`src/rtl/sseg_pkg.sv`:
```
// Seven-segment constants shared by the scan controller and its hex encoder.
// Patterns are active-high; bit 0..6 = segments a..g.
package sseg_pkg;

   localparam int unsigned SEG_A_BIT  = 0;
   localparam int unsigned SEG_B_BIT  = 1;
   localparam int unsigned SEG_C_BIT  = 2;
   localparam int unsigned SEG_D_BIT  = 3;
   localparam int unsigned SEG_E_BIT  = 4;
   localparam int unsigned SEG_F_BIT  = 5;
   localparam int unsigned SEG_G_BIT  = 6;
   localparam int unsigned SEG_DP_BIT = 7;

   localparam logic [6:0] SEG_OFF = 7'h00;

   localparam logic [6:0] SEG_0 = 7'h3F;
   localparam logic [6:0] SEG_1 = 7'h06;
   localparam logic [6:0] SEG_2 = 7'h5B;
   localparam logic [6:0] SEG_3 = 7'h4F;
   localparam logic [6:0] SEG_4 = 7'h66;
   localparam logic [6:0] SEG_5 = 7'h6D;
   localparam logic [6:0] SEG_6 = 7'h7D;
   localparam logic [6:0] SEG_7 = 7'h07;
   localparam logic [6:0] SEG_8 = 7'h7F;
   localparam logic [6:0] SEG_9 = 7'h6F;
   localparam logic [6:0] SEG_A = 7'h77;
   localparam logic [6:0] SEG_B = 7'h7C;
   localparam logic [6:0] SEG_C = 7'h39;
   localparam logic [6:0] SEG_D = 7'h5E;
   localparam logic [6:0] SEG_E = 7'h79;
   localparam logic [6:0] SEG_F = 7'h71;

endpackage

```
`src/rtl/sseg_hex_encoder.sv`:
```
// Combinational hex nibble to active-high seven-segment pattern.
module sseg_hex_encoder
   import sseg_pkg::*;
(
   input  logic [3:0] nibble,
   output logic [6:0] segments
);

   // Full 16-entry lookup; output polarity is left to the caller.
   always_comb begin
      segments = SEG_OFF;
      unique case (nibble)
         4'h0: segments = SEG_0;
         4'h1: segments = SEG_1;
         4'h2: segments = SEG_2;
         4'h3: segments = SEG_3;
         4'h4: segments = SEG_4;
         4'h5: segments = SEG_5;
         4'h6: segments = SEG_6;
         4'h7: segments = SEG_7;
         4'h8: segments = SEG_8;
         4'h9: segments = SEG_9;
         4'hA: segments = SEG_A;
         4'hB: segments = SEG_B;
         4'hC: segments = SEG_C;
         4'hD: segments = SEG_D;
         4'hE: segments = SEG_E;
         4'hF: segments = SEG_F;
      endcase
   end

endmodule

```
`src/rtl/sseg_scan_ctrl.sv`:
```
// N-digit multiplexed seven-segment scanner: clock-enable timebase, per-frame
// input snapshot, ghost blanking, PWM brightness, leading-zero suppression and
// configurable output polarity.
module sseg_scan_ctrl
   import sseg_pkg::*;
#(
   parameter int unsigned NUM_DIGITS     = 4,
   parameter int unsigned DIV_BITS       = 16,
   parameter int unsigned BRIGHT_W       = 4,
   parameter int unsigned BLANK_TICKS    = 64,
   parameter bit          SEL_ACTIVE_LOW = 1'b0,
   parameter bit          SEG_ACTIVE_LOW = 1'b0
) (
   input  logic                    clk,
   input  logic                    rst,
   input  logic [4*NUM_DIGITS-1:0] value,
   input  logic [NUM_DIGITS-1:0]   dp_mask,
   input  logic                    blank_lz,
   input  logic [BRIGHT_W-1:0]     brightness,
   input  logic                    enable,
   output logic [NUM_DIGITS-1:0]   sseg_sel,
   output logic [7:0]              sseg_data,
   output logic                    frame_start
);

   localparam int unsigned DIG_W = (NUM_DIGITS > 1) ? $clog2(NUM_DIGITS) : 1;

   localparam logic [DIV_BITS-1:0]   BLANK_END  = DIV_BITS'(BLANK_TICKS);
   localparam logic [DIG_W-1:0]      DIGIT_LAST = DIG_W'(NUM_DIGITS - 1);
   localparam logic [NUM_DIGITS-1:0] SEL_OFF    = {NUM_DIGITS{SEL_ACTIVE_LOW}};
   localparam logic [7:0]            DATA_OFF   = {8{SEG_ACTIVE_LOW}};

   logic [DIV_BITS-1:0]     tick_q, tick_d;
   logic [DIG_W-1:0]        digit_q, digit_d;

   logic [4*NUM_DIGITS-1:0] snap_value_q;
   logic [NUM_DIGITS-1:0]   snap_dp_q;
   logic                    snap_lz_q;
   logic [BRIGHT_W-1:0]     snap_bright_q;

   logic                    snap_take;
   logic [4*NUM_DIGITS-1:0] eff_value;
   logic [NUM_DIGITS-1:0]   eff_dp;
   logic                    eff_lz;
   logic [BRIGHT_W-1:0]     eff_bright;

   logic [3:0]              nibble;
   logic [6:0]              hex_seg;
   logic                    upper_nz;
   logic                    lz_suppress;
   logic [BRIGHT_W-1:0]     pwm_slice;
   logic                    lit;

   logic [NUM_DIGITS-1:0]   sel_d, sel_q;
   logic [7:0]              data_d, data_q;

   // A new frame begins whenever the scan sits at digit 0, tick 0 while enabled.
   assign snap_take   = enable && (tick_q == '0) && (digit_q == '0);
   assign frame_start = snap_take & ~rst;

   // During the snapshot cycle the registers still hold the previous frame, so
   // bypass the live inputs to keep the first slot consistent with its frame.
   assign eff_value  = snap_take ? value      : snap_value_q;
   assign eff_dp     = snap_take ? dp_mask    : snap_dp_q;
   assign eff_lz     = snap_take ? blank_lz   : snap_lz_q;
   assign eff_bright = snap_take ? brightness : snap_bright_q;

   // Timebase next state: slot tick and digit index, both cleared while disabled.
   always_comb begin
      tick_d  = tick_q;
      digit_d = digit_q;
      if (!enable) begin
         tick_d  = '0;
         digit_d = '0;
      end else begin
         tick_d = tick_q + 1'b1;
         if (&tick_q) begin
            digit_d = (digit_q == DIGIT_LAST) ? '0 : digit_q + 1'b1;
         end
      end
   end

   // Timebase registers.
   always_ff @(posedge clk or posedge rst) begin
      if (rst) begin
         tick_q  <= '0;
         digit_q <= '0;
      end else begin
         tick_q  <= tick_d;
         digit_q <= digit_d;
      end
   end

   // Frame snapshot of the display inputs; held while disabled.
   always_ff @(posedge clk or posedge rst) begin
      if (rst) begin
         snap_value_q  <= '0;
         snap_dp_q     <= '0;
         snap_lz_q     <= 1'b0;
         snap_bright_q <= '0;
      end else if (snap_take) begin
         snap_value_q  <= value;
         snap_dp_q     <= dp_mask;
         snap_lz_q     <= blank_lz;
         snap_bright_q <= brightness;
      end
   end

   assign nibble = eff_value[4*digit_q +: 4];

   sseg_hex_encoder u_hex_encoder (
      .nibble   (nibble),
      .segments (hex_seg)
   );

   // Leading zero: every nibble from the current digit upward is zero.
   always_comb begin
      upper_nz = 1'b0;
      for (int i = 0; i < NUM_DIGITS; i++) begin
         if (i >= int'(digit_q) && eff_value[4*i +: 4] != 4'h0) begin
            upper_nz = 1'b1;
         end
      end
      lz_suppress = eff_lz && (digit_q != '0) && !upper_nz;
   end

   // PWM duty uses the top bits of the tick; the blank window hides ghosting.
   assign pwm_slice = tick_q[DIV_BITS-1 -: BRIGHT_W];
   assign lit       = enable && (tick_q >= BLANK_END) && (pwm_slice < eff_bright);

   // Active-high output image for the current counter state.
   always_comb begin
      sel_d  = '0;
      data_d = '0;
      if (lit) begin
         sel_d              = NUM_DIGITS'(1) << digit_q;
         data_d[6:0]        = lz_suppress ? SEG_OFF : hex_seg;
         data_d[SEG_DP_BIT] = eff_dp[digit_q];
      end
   end

   // Output register with polarity applied; reset drives the inactive level.
   always_ff @(posedge clk or posedge rst) begin
      if (rst) begin
         sel_q  <= SEL_OFF;
         data_q <= DATA_OFF;
      end else begin
         sel_q  <= sel_d ^ SEL_OFF;
         data_q <= data_d ^ DATA_OFF;
      end
   end

   assign sseg_sel  = sel_q;
   assign sseg_data = data_q;

endmodule

```
`config.mk`:
```
export PLATFORM = sky130hd
export DESIGN_NAME = sseg_scan_ctrl
export DESIGN_NICKNAME = d
export VERILOG_FILES = /design/src/rtl/sseg_pkg.sv /design/src/rtl/sseg_hex_encoder.sv /design/src/rtl/sseg_scan_ctrl.sv
export SDC_FILE = /design/constraint.sdc
export NUM_CORES = 1
export LEC_CHECK = 0
export ABC_CLOCK_PERIOD_IN_PS = 10800
export BUFFER_PORTS_ARGS = -buffer_cell sky130_fd_sc_hd__buf_2
export CAP_MARGIN = 20
export CORE_MARGIN = 4
export CORE_UTILIZATION = 35
export DETAILED_ROUTE_END_ITERATION = 7
export PLACE_DENSITY_LB_ADDON = 0.15
export SETUP_SLACK_MARGIN = 0.5
export SLEW_MARGIN = 20
export SYNTH_ARGS = -nofsm -noshare
export SYNTH_HDL_FRONTEND = slang
export SYNTH_SLANG_ARGS = --single-unit
```
`constraint.sdc`:
```
create_clock -name clk -period 10.8 [get_ports clk]
set_clock_uncertainty 0.2 [all_clocks]
set_input_delay 2.16 -clock clk [delete_from_list [all_inputs] [get_ports clk]]
set_output_delay 2.16 -clock clk [all_outputs]
set_load 0.005 [all_outputs]
```
Word level (Yosys, flattened, before mapping)
Memories as Yosys holds them, arrays and structs flattened.
Cells that the tools add are included.
{"block": "word_totals", "reg_bits": 55, "romBits": 112, "out_inout_bits": 13, "word_cells": 58, "memories": 1}
{"name": "(no name shown)", "depth": 16, "width": 7, "read_ports": 1, "rd_clocked_by_memory_dff": 0, "wr": 0, "line_no": "sseg_hex_encoder.sv:12", "rtl": "unique case (nibble)"}
{"block": "op_classes", "addsub": 2, "n_lt_le_gt_ge": 6, "n_eq_ne": 2, "shift": 2, "muxes": 17, "bitwise": 2, "reduce_logical": 18}
{"op": "$mux 16", "count": 2}
{"op": "$add 16x1->16 const B", "count": 1}
{"op": "$ge 16x7->1 const B", "count": 1}
{"op": "$logic_not 16->1", "count": 1}
{"op": "$reduce_and 16->1", "count": 1}
{"op": "$reduce_bool 4->1", "count": 4}
{"op": "$shiftx 16x5->4", "count": 1}
{"op": "$mux 4", "count": 3}
{"op": "$logic_and 1x1->1", "count": 9}
{"op": "$mux 8", "count": 1}
{"op": "$mux 7", "count": 1}
{"op": "$mux 1", "count": 6}
{"op": "$mux 2", "count": 3}
{"op": "$ge 1x2->1 const A", "count": 2}
{"op": "$lt 4x4->1", "count": 1}
{"op": "$shl 1x2->4 const A", "count": 1}
{"op": "$lt 2x3->1 const B", "count": 1}
{"op": "$add 2x1->2 const B", "count": 1}
{"op": "$bmux 1 s2", "count": 1}
{"op": "$eq 2x2->1 const B", "count": 1}
{"op": "$ge 2x2->1 const A", "count": 1}
{"op": "$logic_not 2->1", "count": 1}
{"op": "$ne 2x1->1 const B", "count": 1}
{"op": "$reduce_bool 2->1", "count": 1}
{"op": "3 further kinds", "count": 3}

Depth between registers and ports, before layout
Gate-level depths: netlist (run 1).
{"block": "depth", "depth_word": 14, "depth_mapped": 15}

Cells and area by module
A second synthesis (run 1) with hierarchy kept.
{"block": "hier_totals", "hier_cells": 260, "hier_area_um2": 3104.2}
{"mod": "sseg_scan_ctrl", "n_inst": 1, "cells_per_inst": 227, "area_each_um2": 2813.9}
{"mod": "sseg_hex_encoder", "n_inst": 1, "cells_per_inst": 33, "area_each_um2": 290.3}

Worst setup path before layout (run 1)
Ideal clock, no wire load.
{"block": "synth_path", "path_kind": "input -> register", "start": "input enable", "end": "register data_q[4] (netlist: sseg_data[4])", "arrival_time_ns": 4.714, "required_time_ns": 10.501, "setup_slack_ns": 5.786, "path_stages": 11, "path_cell_list": "nand3_2 nor2_8 buf_4 buf_2 mux2i_1 ha_1 a21o_1 a2111oi_0 o21ai_0 a41o_2 a311oi_1"}
{"block": "synth_via", "elab_chain_len": 13}
{"element": "from (decl)", "line_no": "sseg_scan_ctrl.sv:20", "rtl": "input logic enable,"}
{"element": "branches (longest 12 deep; another with $mem_v2 16x7)"}
{"element": "$mux 8 *", "line_no": "sseg_scan_ctrl.sv:135", "rtl": "if (lit) begin"}
{"element": "via data_d[4]", "line_no": "sseg_scan_ctrl.sv:55", "rtl": "logic [7:0] data_d, data_q;"}
{"element": "to (signal assigned)", "line_no": "sseg_scan_ctrl.sv:149", "rtl": "data_q <= data_d ^ DATA_OFF;"}
{"element": "to (decl)", "line_no": "sseg_scan_ctrl.sv:55"}
Mark *: on every way through the listed nets, which the timed path passes.
A chain may end at the register's enable or synchronous reset.

Worst setup path after layout (run 1)
{"block": "layout_path", "start": "input enable", "end": "output frame_start"}
{"block": "layout_via", "elab_chain_len": 3}
{"element": "$logic_and 1x1->1 (2 in a row)", "line_no": "sseg_scan_ctrl.sv:58", "rtl": "assign snap_take = enable && (tick_q == '0) && (digit_q == '0);"}
{"element": "$and 1x1->1", "line_no": "sseg_scan_ctrl.sv:59", "rtl": "assign frame_start = snap_take & ~rst;"}
{"element": "to (decl)", "line_no": "sseg_scan_ctrl.sv:23", "rtl": "output logic frame_start"}
No other way between the ends.

==> results of run 1 <==
-- sequential cells by signal (all words and copies together) (netlist names) --
signal,count
sseg_sel,4
tick_q,16
sseg_data,8
snap_value_q,16
snap_lz_q,1
snap_bright_q,4
snap_dp_q,4
digit_q,2
-- layout by cell type, fill, tap and decap left out, drive strengths merged, types with 3 or more instances in the layout --
| master | instances |
|---|---|
| dfrtp | 55 |
| nor4 | 6 |
| a21oi | 5 |
| xor2 | 6 |
| nand3 | 10 |
| a211oi | 4 |
| mux4 | 4 |
| nor2 | 31 |
| or2 | 3 |
| mux2i | 14 |
| nand2 | 14 |
| buf | 41 |
| ha | 15 |
| clkbuf | 6 |
| a22oi | 3 |
| a221oi | 5 |
| xnor2 | 6 |
| and3 | 5 |
| mux2 | 18 |
| o21ai | 4 |
| inv | 24 |
-- area by class of cell --
type	count	area (um2)
Timing Repair Buffer	41	208
Inverter	26	97.6
Multi-Input combinational cell	184	1480
Fill cell	872	4830
Tap cell	105	131
Clock inverter	2	60.1
Sequential cell	55	1380
Clock buffer	6	72.6
-- worst paths after layout --
check                      cells past startpoint        from  slack, ns      endpoint
hold / removal                                 1   tick_q[0]       0.29     tick_q[0]
setup / recovery                               4      enable       5.67   frame_start
max in group asynchronous                      3         rst       7.92  sseg_data[0]
min in group asynchronous                      2         rst       1.64     tick_q[5]
setup reg to reg                              13  digit_q[0]       6.33  sseg_data[0]
hold reg to reg                                1   tick_q[0]       0.29     tick_q[0]
-- synth_stat cells, types with 3 or more instances --
| cell type | count | area, um2 |
|---|---|---|
| o21ai_0 | 4 | 20.0 |
| a211oi_1 | 4 | 30.0 |
| nor4_1 | 5 | 31.3 |
| dfrtp_1 | 55 | 1380 |
| xnor2_1 | 6 | 52.6 |
| ha_1 | 15 | 188 |
| a221oi_1 | 4 | 35.0 |
| inv_1 | 23 | 86.3 |
| mux2i_1 | 14 | 140 |
| nand2_1 | 14 | 52.6 |
| xor2_1 | 6 | 52.6 |
| a21oi_1 | 5 | 25.0 |
| and3_1 | 5 | 31.3 |
| a22oi_1 | 3 | 22.5 |
| or2_2 | 3 | 18.8 |
| clkbuf_1 | 3 | 11.3 |
| mux2_2 | 17 | 191 |
| mux4_2 | 4 | 90.1 |
| nor2_1 | 30 | 113 |
| nand3_1 | 9 | 45.0 |
-- through the flow --
| step | hold WS, ns | utilization [%] | cells | setup slack (ns) | total power (uW) |
|---|---|---|---|---|---|
| floorplan | 0.242 | - | 270 | 5.79 | 339 |
| global placement | 0.272 | 39.9 | 411 | 5.47 | 369 |
| detailed placement | 0.275 | 39.9 | 411 | 5.39 | 371 |
| CTS | 0.293 | 41.5 | 419 | 5.66 | 534 |
| global route | 0.306 | 41.5 | 419 | 5.46 | 560 |
| finish | 0.294 | 41.5 | 419 | 5.67 | 528 |
-- where the power goes --
part | switching [uW] | internal, uW | total, uW
Combinational | 67.5 | 55.2 | 123
Sequential | 11.2 | 231 | 243
Clock | 70.0 | 92.8 | 163
Total | 149 | 379 | 528
-- worst max-delay path: stages --
cell     delay, ns
buf_2         0.12
nand3_2       0.18
nor3_1        0.17
buf_2         0.14
-- metal layers --
layer	vias up	track usage, %	wire length (um)
li1	1046	-	-
met3	4	3.34	252
met2	36	22.5	3170
met5	-	0	0
met1	1054	18.9	3020
met4	0	2.49	45
-- cell families (layout without fill, tap and decap cells) --
| family | Yosys count | in the layout |
|---|---|---|
| simple gates | 83 | 83 |
| flops | 55 | 55 |
| compound gates | 38 | 38 |
| mux | 36 | 36 |
| buf+inv | 31 | 75 |
| fa+ha+maj | 15 | 15 |
| xor+xnor | 12 | 12 |
==> qor.txt, run 1 <==
synthesized flop and latch total - 55
required time of the critical path - 8.44 ns
shortest clock period the worst path allows after layout - 5.13 ns
Tot GR Track Use - 13.8%
effective utilization at floorplan - 36.1%
Syn Area/Cell - 11.0 um2
via count of the first global-routing pass - 2,120
antenna cell count - 0
Setup Total Neg Slack - 0 ns
die span in x - 100 um
DR DRC count - 0
via total after detailed routing - 2,140
Post-Synth Adder-Cell Area - 6.30%
number of nets produced by synthesis - 313
transition time at the pin with the least slew margin - 0.738 ns
share of the synthesized area in compound gates (AO/OA/AOI/OAI) - 9.87%
simple logic cell fraction of the synthesized area - 15.4%
arrival time reported for the critical path endpoint - 2.77 ns
clock tree buffer depth - 2
HPWL after DPL - 4.88 mm
Yosys Warn Count - 0
antenna violations before repair - 0
share of layout cells above drive strength 1 - 26.1%
final worst path period share - 47.5%
run status - finished clean
MaxCap Viol Count - 0
wire length of the first global-routing pass - 10.9 mm
TritonCTS clock tree - done
total of hold buffers inserted after clock tree synthesis - 0
total grt overflow - 0
total of cells resized after clock tree synthesis - 0
critical path startpoint category - input pin
aggregate routed wire length - 6.49 mm
top flip-flop cell by instance count after synthesis - dfrtp_1
Max H-tree Level - 2
upper clock frequency limit - 195 MHz
Routed wire per std cell - 15.5 um
chip height - 100 um
share of synthesized flip-flops with an asynchronous set or reset - 100%
Setup Crit Path Kind - input pin to output pin
number of synthesized flops with an enable pin - 0
core area - 0.00826 mm2
number of buffers inserted by post-CTS setup repair - 0
RSZ-0062 raised after global routing - false
number of buffers created by CTS - 5
nets - 356
relative slew slack - 50.3%
# clock sinks - 55
total power density per cell area - 154 mW/mm2
post-route cell area - 0.00343 mm2
Final Wtd Congestion - 0.777
area added between synthesis and finish - 15.0%
I/O pin cnt - 41
netlist area before placement - 0.00298 mm2
clock latency reported for the late side of the worst-skew pair - 0.31 ns
dominant combinational cell family by area after synthesis - simple AND/OR/NAND/NOR gates
Final Slew Violations - 0
pin count of the biggest net entering global routing - 37
portion of the post-synthesis area used by sequential elements - 46.2%
synthesized netlist cell count - 270
critical-path maximum fanout - 5
row cnt - 33
Yosys cell types - 52
overall die area - 0.0101 mm2
final setup violation count - 0
Leak - 0.00162 uW
Initial DRT Pass Iterations - 4
parity-gate share of the synthesized area counting xor and xnor cells - 3.53%
number of buffers added on ports - 40
Critical Path Sink Type - output pin
multiplexer area fraction after synthesis - 14.7%
clock-pin slew on the worst setup and hold paths - 0.10 ns
initial drt markers - 59
Vias/cell - 5.11
largest voltage drop on the vdd net - 53.8 uV
final antenna-violating net count - 0
dpl cell area - 0.00329 mm2
path class of the lowest-slack min-delay path - flop to flop
clock tree root buffer cell - clkbuf_8
Fin. Hold Viols - 0
(Power assumes the default switching activity.)
==> run 2, diff against run 1 <==
- ABC_CLOCK_PERIOD_IN_PS: 10800 -> 4310
- clock period: 10.8 -> 4.31 ns (I/O delays scaled with it)
==> run 2 against run 1 <==
Net effect:
- utilization increased by 1.8 points
- largest power group unchanged
- critical path type is now flop to flop
- worst hold slack improved by 0.0071 ns
- sequential cell count unchanged
- highest routed layer unchanged
- routed wire length increased by 4.9%
==> qor.txt, run 2 (synthesis results as in run 1) <==
Vias/cell - 5.13 (+0.44%)
effective utilization at floorplan - 36.1% (unchanged)
leading cell types in the layout, fill and taps excluded - 55 x dfrtp_1, 40 x buf_2, 30 x nor2_1
clock-pin slew on the worst setup and hold paths - 0.09 ns (about the same)
Final Wtd Congestion - 0.744 (-4.2%)
final antenna-violating net count - 0 (unchanged)
aggregate routed wire length - 6.81 mm (+4.9%)
smallest hold slack - 0.301 ns (+0.00714 ns)
area added between synthesis and finish - 20.0%
upper clock frequency limit - 277 MHz
final setup violation count - 0 (unchanged)
Max H-tree Level - 2 (unchanged)
capture instance of the worst register-to-register path - sseg_data[0]
run status - finished clean
via count of the first global-routing pass - 2,341 (+10%)
I/O pin cnt - 41 (unchanged)
final worst path period share - 83.7%
worst-case register-to-register setup slack - 0.70 ns (-5.63 ns)
number of cell instances on the worst register-to-register path - 14 (+1)
Fin. Hold Viols - 0 (unchanged)
clock tree buffer depth - 2 (unchanged)
die span in x - 100 um (unchanged)
critical path startpoint category - flop
MaxCap Viol Count - 0 (unchanged)
Final Slew Violations - 0 (unchanged)
top cell family by delay on the critical path - multiplexers
Setup Crit Path Kind - flop to flop
total grt overflow - 0 (unchanged)
critical-path maximum fanout - 11 (+6)
RSZ-0062 raised after global routing - false
clock tree root buffer cell - clkbuf_8
initial drt markers - 64 (+8.5%)
Tot GR Track Use - 14.0% (+0.23 points)
Setup Total Neg Slack - 0 ns (unchanged)
path class of the lowest-slack min-delay path - flop to flop
antenna violations before repair - 0 (unchanged)
via total after detailed routing - 2,211 (+3.3%)
Initial DRT Pass Iterations - 4 (unchanged)
required time of the critical path - 4.29 ns (-4.15 ns)
TritonCTS clock tree - done
core area - 0.00826 mm2 (unchanged)
row cnt - 33 (unchanged)
total power density per cell area - 352 mW/mm2 (+130%)
arrival time reported for the critical path endpoint - 3.59 ns (+0.82 ns)
worst stage delay on the critical path - 0.53 ns (+0.35 ns)
HPWL after DPL - 5.06 mm (+3.7%)
nets - 369 (+3.7%)
clock latency reported for the late side of the worst-skew pair - 0.30 ns (about the same)
largest voltage drop on the vdd net - 117 uV (+120%)
most common cell after layout, fill and taps aside - dfrtp_1
transition time at the pin with the least slew margin - 0.861 ns (+0.123 ns)
pin count of the biggest net entering global routing - 41 (+11%)
origin of the critical flop-to-flop path - digit_q[1]
relative slew slack - 42.5% (-7.8 points)
startpoint of the most critical hold path - tick_q[0]
DR DRC count - 0 (unchanged)
number of buffers added on ports - 40 (unchanged)
share of layout cells above drive strength 1 - 32.8% (+6.7 points)
Leak - 0.00168 uW (+3.6%)
antenna cell count - 0 (unchanged)
shortest clock period the worst path allows after layout - 3.61 ns
Worst path slowest cell - mux4_2
Final Core Density - 43.3% (+1.8 points)
Routed wire per std cell - 15.8 um (+1.9%)
sum of buffers and inverters on the critical path - 4 (+2)
end point of the worst hold path - tick_q[0]
list of cells traversed by the critical path - clkinv_4 > ha_2 > and4bb_1 > nand3_4 > nor2_8 > buf_12 > mux2_2 > mux4_2 > inv_2 > ha_4 > inv_1 > o311a_1 > a22oi_1 > a31oi_1
# clock sinks - 55 (unchanged)
wire length of the first global-routing pass - 11.3 mm (+3.7%)
Cells on Worst Hold Path - 1 (unchanged)
chip height - 100 um (unchanged)
number of buffers created by CTS - 5 (unchanged)
Critical Path Sink Type - flop
overall die area - 0.0101 mm2 (unchanged)
==> run 2: cell type report <==
cell class	count	area, um2
clock buffers	6	82.6
clock inverters	1	5.00
fillers	824	4680
inverters	26	104
multi-input cells	184	1560
flip-flops and latches	55	1380
well taps	105	131
repair buffers	54	318
==> run 2: layer usage <==
layer / track usage (%) / routed length [um] / vias to the layer above
met4: 4.04 / 45 / 0
met3: 2.85 / 229 / 4
met1: 18.5 / 3130 / 1107
met2: 23.4 / 3400 / 29
li1: - / - / 1071
met5: 0 / 0 / -
==> run 2: worst max path at each step <==
stage / cells after the start / endpoint / slack (ns) / start
2_1_floorplan: 15 / sseg_data[4] / 0.50 / digit_q[1]
3_3_place_gp: 11 / sseg_data[0] / 0.48 / enable
3_5_place_dp: 13 / sseg_data[0] / 0.39 / digit_q[1]
4_1_cts: 13 / sseg_data[0] / 0.51 / digit_q[1]
5_1_grt: 13 / sseg_data[4] / 0.51 / digit_q[1]
6_report: 14 / sseg_data[0] / 0.70 / digit_q[1]
==> run 2: through the flow <==
step	cell area [um2]	std cells	power [uW]	setup slack [ns]
2_1_floorplan	3000	270	852	0.505
3_3_place_gp	3340	416	931	0.481
6_report	3580	431	1260	0.702
4_1_cts	3450	426	1240	0.511
5_1_grt	3580	431	1340	0.509
3_5_place_dp	3340	416	937	0.389
==> run 2: repair_timing <==
| item | in CTS | in global routing |
|---|---|---|
| buffers inserted | 3 | 5 |
| gates resized for setup | 0 | 18 |
| hold buffers | 0 | 0 |
| pin swaps | 1 | 1 |
| endpoints found under the setup margin | 4 | 7 |
==> run 2: power by group <==
part / switching, uW / internal, uW / total (uW) / leakage [uW]
Sequential: 32.5 / 580 / 613 / 0.000711
Clock: 161 / 127 / 288 / 0.0000470
Combinational: 190 / 169 / 359 / 0.000923
==> run 3, diff against run 2 <==
- ABC_AREA: unset -> 1
- ABC_CLOCK_PERIOD_IN_PS: 4310 -> 3700
- clock period: 4.31 -> 3.7 ns (I/O delays scaled with it)
==> run 3 against run 2 <==
Net effect:
- design area rose by 1.9%
- synthesized cell count grew 51%
- utilization decreased by 1.7 points
- setup slack gained 0.18 ns
- die area rose by 5.8%
- clock-buffer cell count did not move
- cell count up 32%
- non-clock buffer count down 4
- maximum frequency is 28% higher
- total power is 60% higher
- via count increased by 24%
- highest routed layer unchanged
- first-iteration DRC count increased by 75%
==> qor.txt, run 3 <==
Vias/cell - 4.84 (-5.6%)
Final Slew Violations - 0 (unchanged)
Final Wtd Congestion - 0.839 (+13%)
critical path startpoint category - flop
Yosys cell types - 29 (-44%)
Initial DRT Pass Iterations - 4 (unchanged)
smallest hold slack - 0.285 ns (-0.0159 ns)
Worst path slowest cell - dfrtp_1
core area - 0.00876 mm2 (+6.1%)
Routed wire per std cell - 13.5 um (-15%)
top flip-flop cell by instance count after synthesis - dfrtp_1
die span in x - 103 um (+2.9%)
path class of the lowest-slack min-delay path - flop to flop
setup ws final - 0.886 ns (+0.185 ns)
Max H-tree Level - 2 (unchanged)
clock tree root buffer cell - clkbuf_8
total of hold buffers inserted after clock tree synthesis - 0 (unchanged)
Fin. Hold Viols - 0 (unchanged)
area added between synthesis and finish - 15.1%
wire length of the first global-routing pass - 13.1 mm (+16%)
required time of the critical path - 3.74 ns (-0.55 ns)
Yosys Warn Count - 0 (unchanged)
final antenna-violating net count - 0 (unchanged)
worst slack, placed - 0.661 ns (+0.272 ns)
final setup violation count - 0 (unchanged)
dominant cells by area after synthesis - dfrtp_1 43%, nand2_1 12%, nand3_1 11%, ha_1 5.9%, nor2_1 5.5%
Syn Area/Cell - 7.74 um2 (-30%)
most numerous cell in the Yosys netlist - nand2_1
clock latency reported for the late side of the worst-skew pair - 0.32 ns (+0.02 ns)
# clock sinks - 55 (unchanged)
arrival time reported for the critical path endpoint - 2.85 ns (-0.74 ns)
Leak - 0.00195 uW (+16%)
antenna cell count - 0 (unchanged)
Setup Crit Path Kind - flop to flop
run status - finished clean
largest voltage drop on the vdd net - 196 uV (+67%)
clock tree buffer depth - 2 (unchanged)
chip height - 103 um (+2.9%)
effective utilization at floorplan - 36.1% (+0.061 points)
number of buffers inserted by post-CTS setup repair - 0 (-3)
total grt overflow - 0 (unchanged)
synthesized netlist cell count - 409 (+51%)
list of cells traversed by the critical path - clkinv_1 > ha_1 > nand3_1 > nor2_4 > nand2_4 > inv_1 > nand2_1 > nand2_1 > inv_1 > ha_1 > nand2_1 > nand2_1 > nor3_1 > nand2_1 > inv_1 > nand2_2 > a21oi_1
via count of the first global-routing pass - 2,700 (+15%)
antenna violations before repair - 0 (unchanged)
initial drt markers - 112 (+75%)
RSZ-0062 raised after global routing - false
DR DRC count - 0 (unchanged)
most common cell after layout, fill and taps aside - nand2_1
number of synthesized flops with an enable pin - 0 (unchanged)
TritonCTS clock tree - done
shortest clock period the worst path allows after layout - 2.81 ns (-0.795 ns)
number of nets produced by synthesis - 452 (+44%)
portion of the post-synthesis area used by sequential elements - 43.5% (-2.7 points)
total power density per cell area - 553 mW/mm2 (+57%)
row cnt - 34 (+3.0%)
sum of buffers and inverters on the critical path - 4 (unchanged)
relative slew slack - 56.0% (+13 points)
share of synthesized flip-flops with an asynchronous set or reset - 100% (unchanged)
aggregate routed wire length - 7.65 mm (+12%)
transition time at the pin with the least slew margin - 0.659 ns (-0.201 ns)
pin count of the biggest net entering global routing - 32 (-22%)
number of buffers added on ports - 40 (unchanged)
share of layout cells above drive strength 1 - 20.0% (-13 points)
netlist area before placement - 0.00317 mm2 (+6.3%)
number of buffers created by CTS - 5 (unchanged)
leading cell types in the layout, fill and taps excluded - 105 x nand2_1, 68 x nand3_1, 55 x dfrtp_1
post-synth top area share - 43.5% (-2.7 points)
I/O pin cnt - 41 (unchanged)
synthesized flop and latch total - 55 (unchanged)
Tot GR Track Use - 15.7% (+1.7 points)
nets - 501 (+36%)
final worst path period share - 76.0% (-7.7 points)
critical-path maximum fanout - 12 (+1)
total of cells resized after clock tree synthesis - 0 (unchanged)
Critical Path Sink Type - flop
overall die area - 0.0106 mm2 (+5.8%)
HPWL after DPL - 5.79 mm (+14%)
largest area contributor in the synthesized netlist - dfrtp_1
worst stage delay on the critical path - 0.39 ns (-0.14 ns)
Setup Total Neg Slack - 0 ns (unchanged)
via total after detailed routing - 2,747 (+24%)
top cell family by delay on the critical path - simple AND/OR/NAND/NOR gates
upper clock frequency limit - 355 MHz (+28%)
leading post-synthesis cells by instance count - 105 x nand2_1, 68 x nand3_1, 55 x dfrtp_1, 46 x nor2_1, 44 x inv_1
cell repeated most along the worst path - nand2_1
clock-pin slew on the worst setup and hold paths - 0.11 ns (+0.02 ns)
MaxCap Viol Count - 0 (unchanged)
==> run 3: cell types whose count changed in the layout (fill, tap and decap cells not counted), sizes merged, moves of 5 or more <==
cell,previous run,this run
a21oi,5,11
a221oi,5,0
and3,5,0
inv,23,45
mux2,18,0
mux2i,14,0
nand2,14,122
nand3,10,77
nor2,31,52
nor4,6,0
xnor2,6,1
xor2,6,0
==> run 3: final cells by class <==
cell class | count | area, um2
Timing Repair Buffer | 50 | 275
Clock buffer | 6 | 82.6
Fill cell | 931 | 5120
Sequential cell | 55 | 1380
Clock inverter | 2 | 38.8
Tap cell | 108 | 135
Inverter | 47 | 181
Multi-Input combinational cell | 299 | 1550
==> run 3: logic make-up (layout without fill, tap and decap cells) <==
kind of cell / after synthesis / in the layout / synth area share [%]
buf+inv: 55 / 105 / 7.47
simple gates: 260 / 260 / 38.8
compound gates: 23 / 23 / 4.11
fa+ha+maj: 15 / 15 / 5.93
flops: 55 / 55 / 43.5
xor+xnor: 1 / 1 / 0.277
==> run 3: worst min-delay path: stages, from the launching register on <==
cell and delay (ns):
dfrtp_1 0.34, nand2_1 0.06, nand2_1 0.06
==> run 3: worst paths after layout <==
| check | from | to | slack, ns | cells after the start |
|---|---|---|---|---|
| worst max-delay path | digit_q[0] | sseg_data[5] | 0.89 | 17 |
| worst min-delay path | snap_value_q[3] | snap_value_q[3] | 0.29 | 2 |
| worst max register to register | digit_q[0] | sseg_data[5] | 0.89 | 17 |
| worst min register to register | snap_value_q[3] | snap_value_q[3] | 0.29 | 2 |
| max in group asynchronous | rst | tick_q[13] | 2.17 | 3 |
| min in group asynchronous | rst | snap_value_q[11] | 0.32 | 2 |
==> run 3: report_power, final <==
group / total (uW) / leakage (uW) / switching [uW] / internal, uW
Combinational: 814 / 0.00117 / 533 / 281
Sequential: 769 / 0.000721 / 46.5 / 722
Clock: 433 / 0.0000618 / 210 / 223
==> run 3: through the flow <==
| step | utilization [%] | area (um2) | std cells | total power [uW] |
|---|---|---|---|---|
| floorplan | - | 3170 | 409 | 1400 |
| global placement | 40.0 | 3510 | 557 | 1600 |
| detailed placement | 40.0 | 3510 | 557 | 1600 |
| CTS | 41.4 | 3630 | 565 | 2040 |
| global route | 41.6 | 3640 | 567 | 2210 |
| finish | 41.6 | 3640 | 567 | 2020 |
==> run 3: metal layers <==
layer  routed length (um)  GRT usage, %  vias to the layer above  part of all wire (%)
met2                 3470          24.7                       52                    45
li1                     -             -                     1403                     -
met1                 3820          22.8                     1288                    50
met5                    0             0                        -                     0
met4                   55          3.29                        0                  0.72
met3                  313          2.71                        4                   4.1
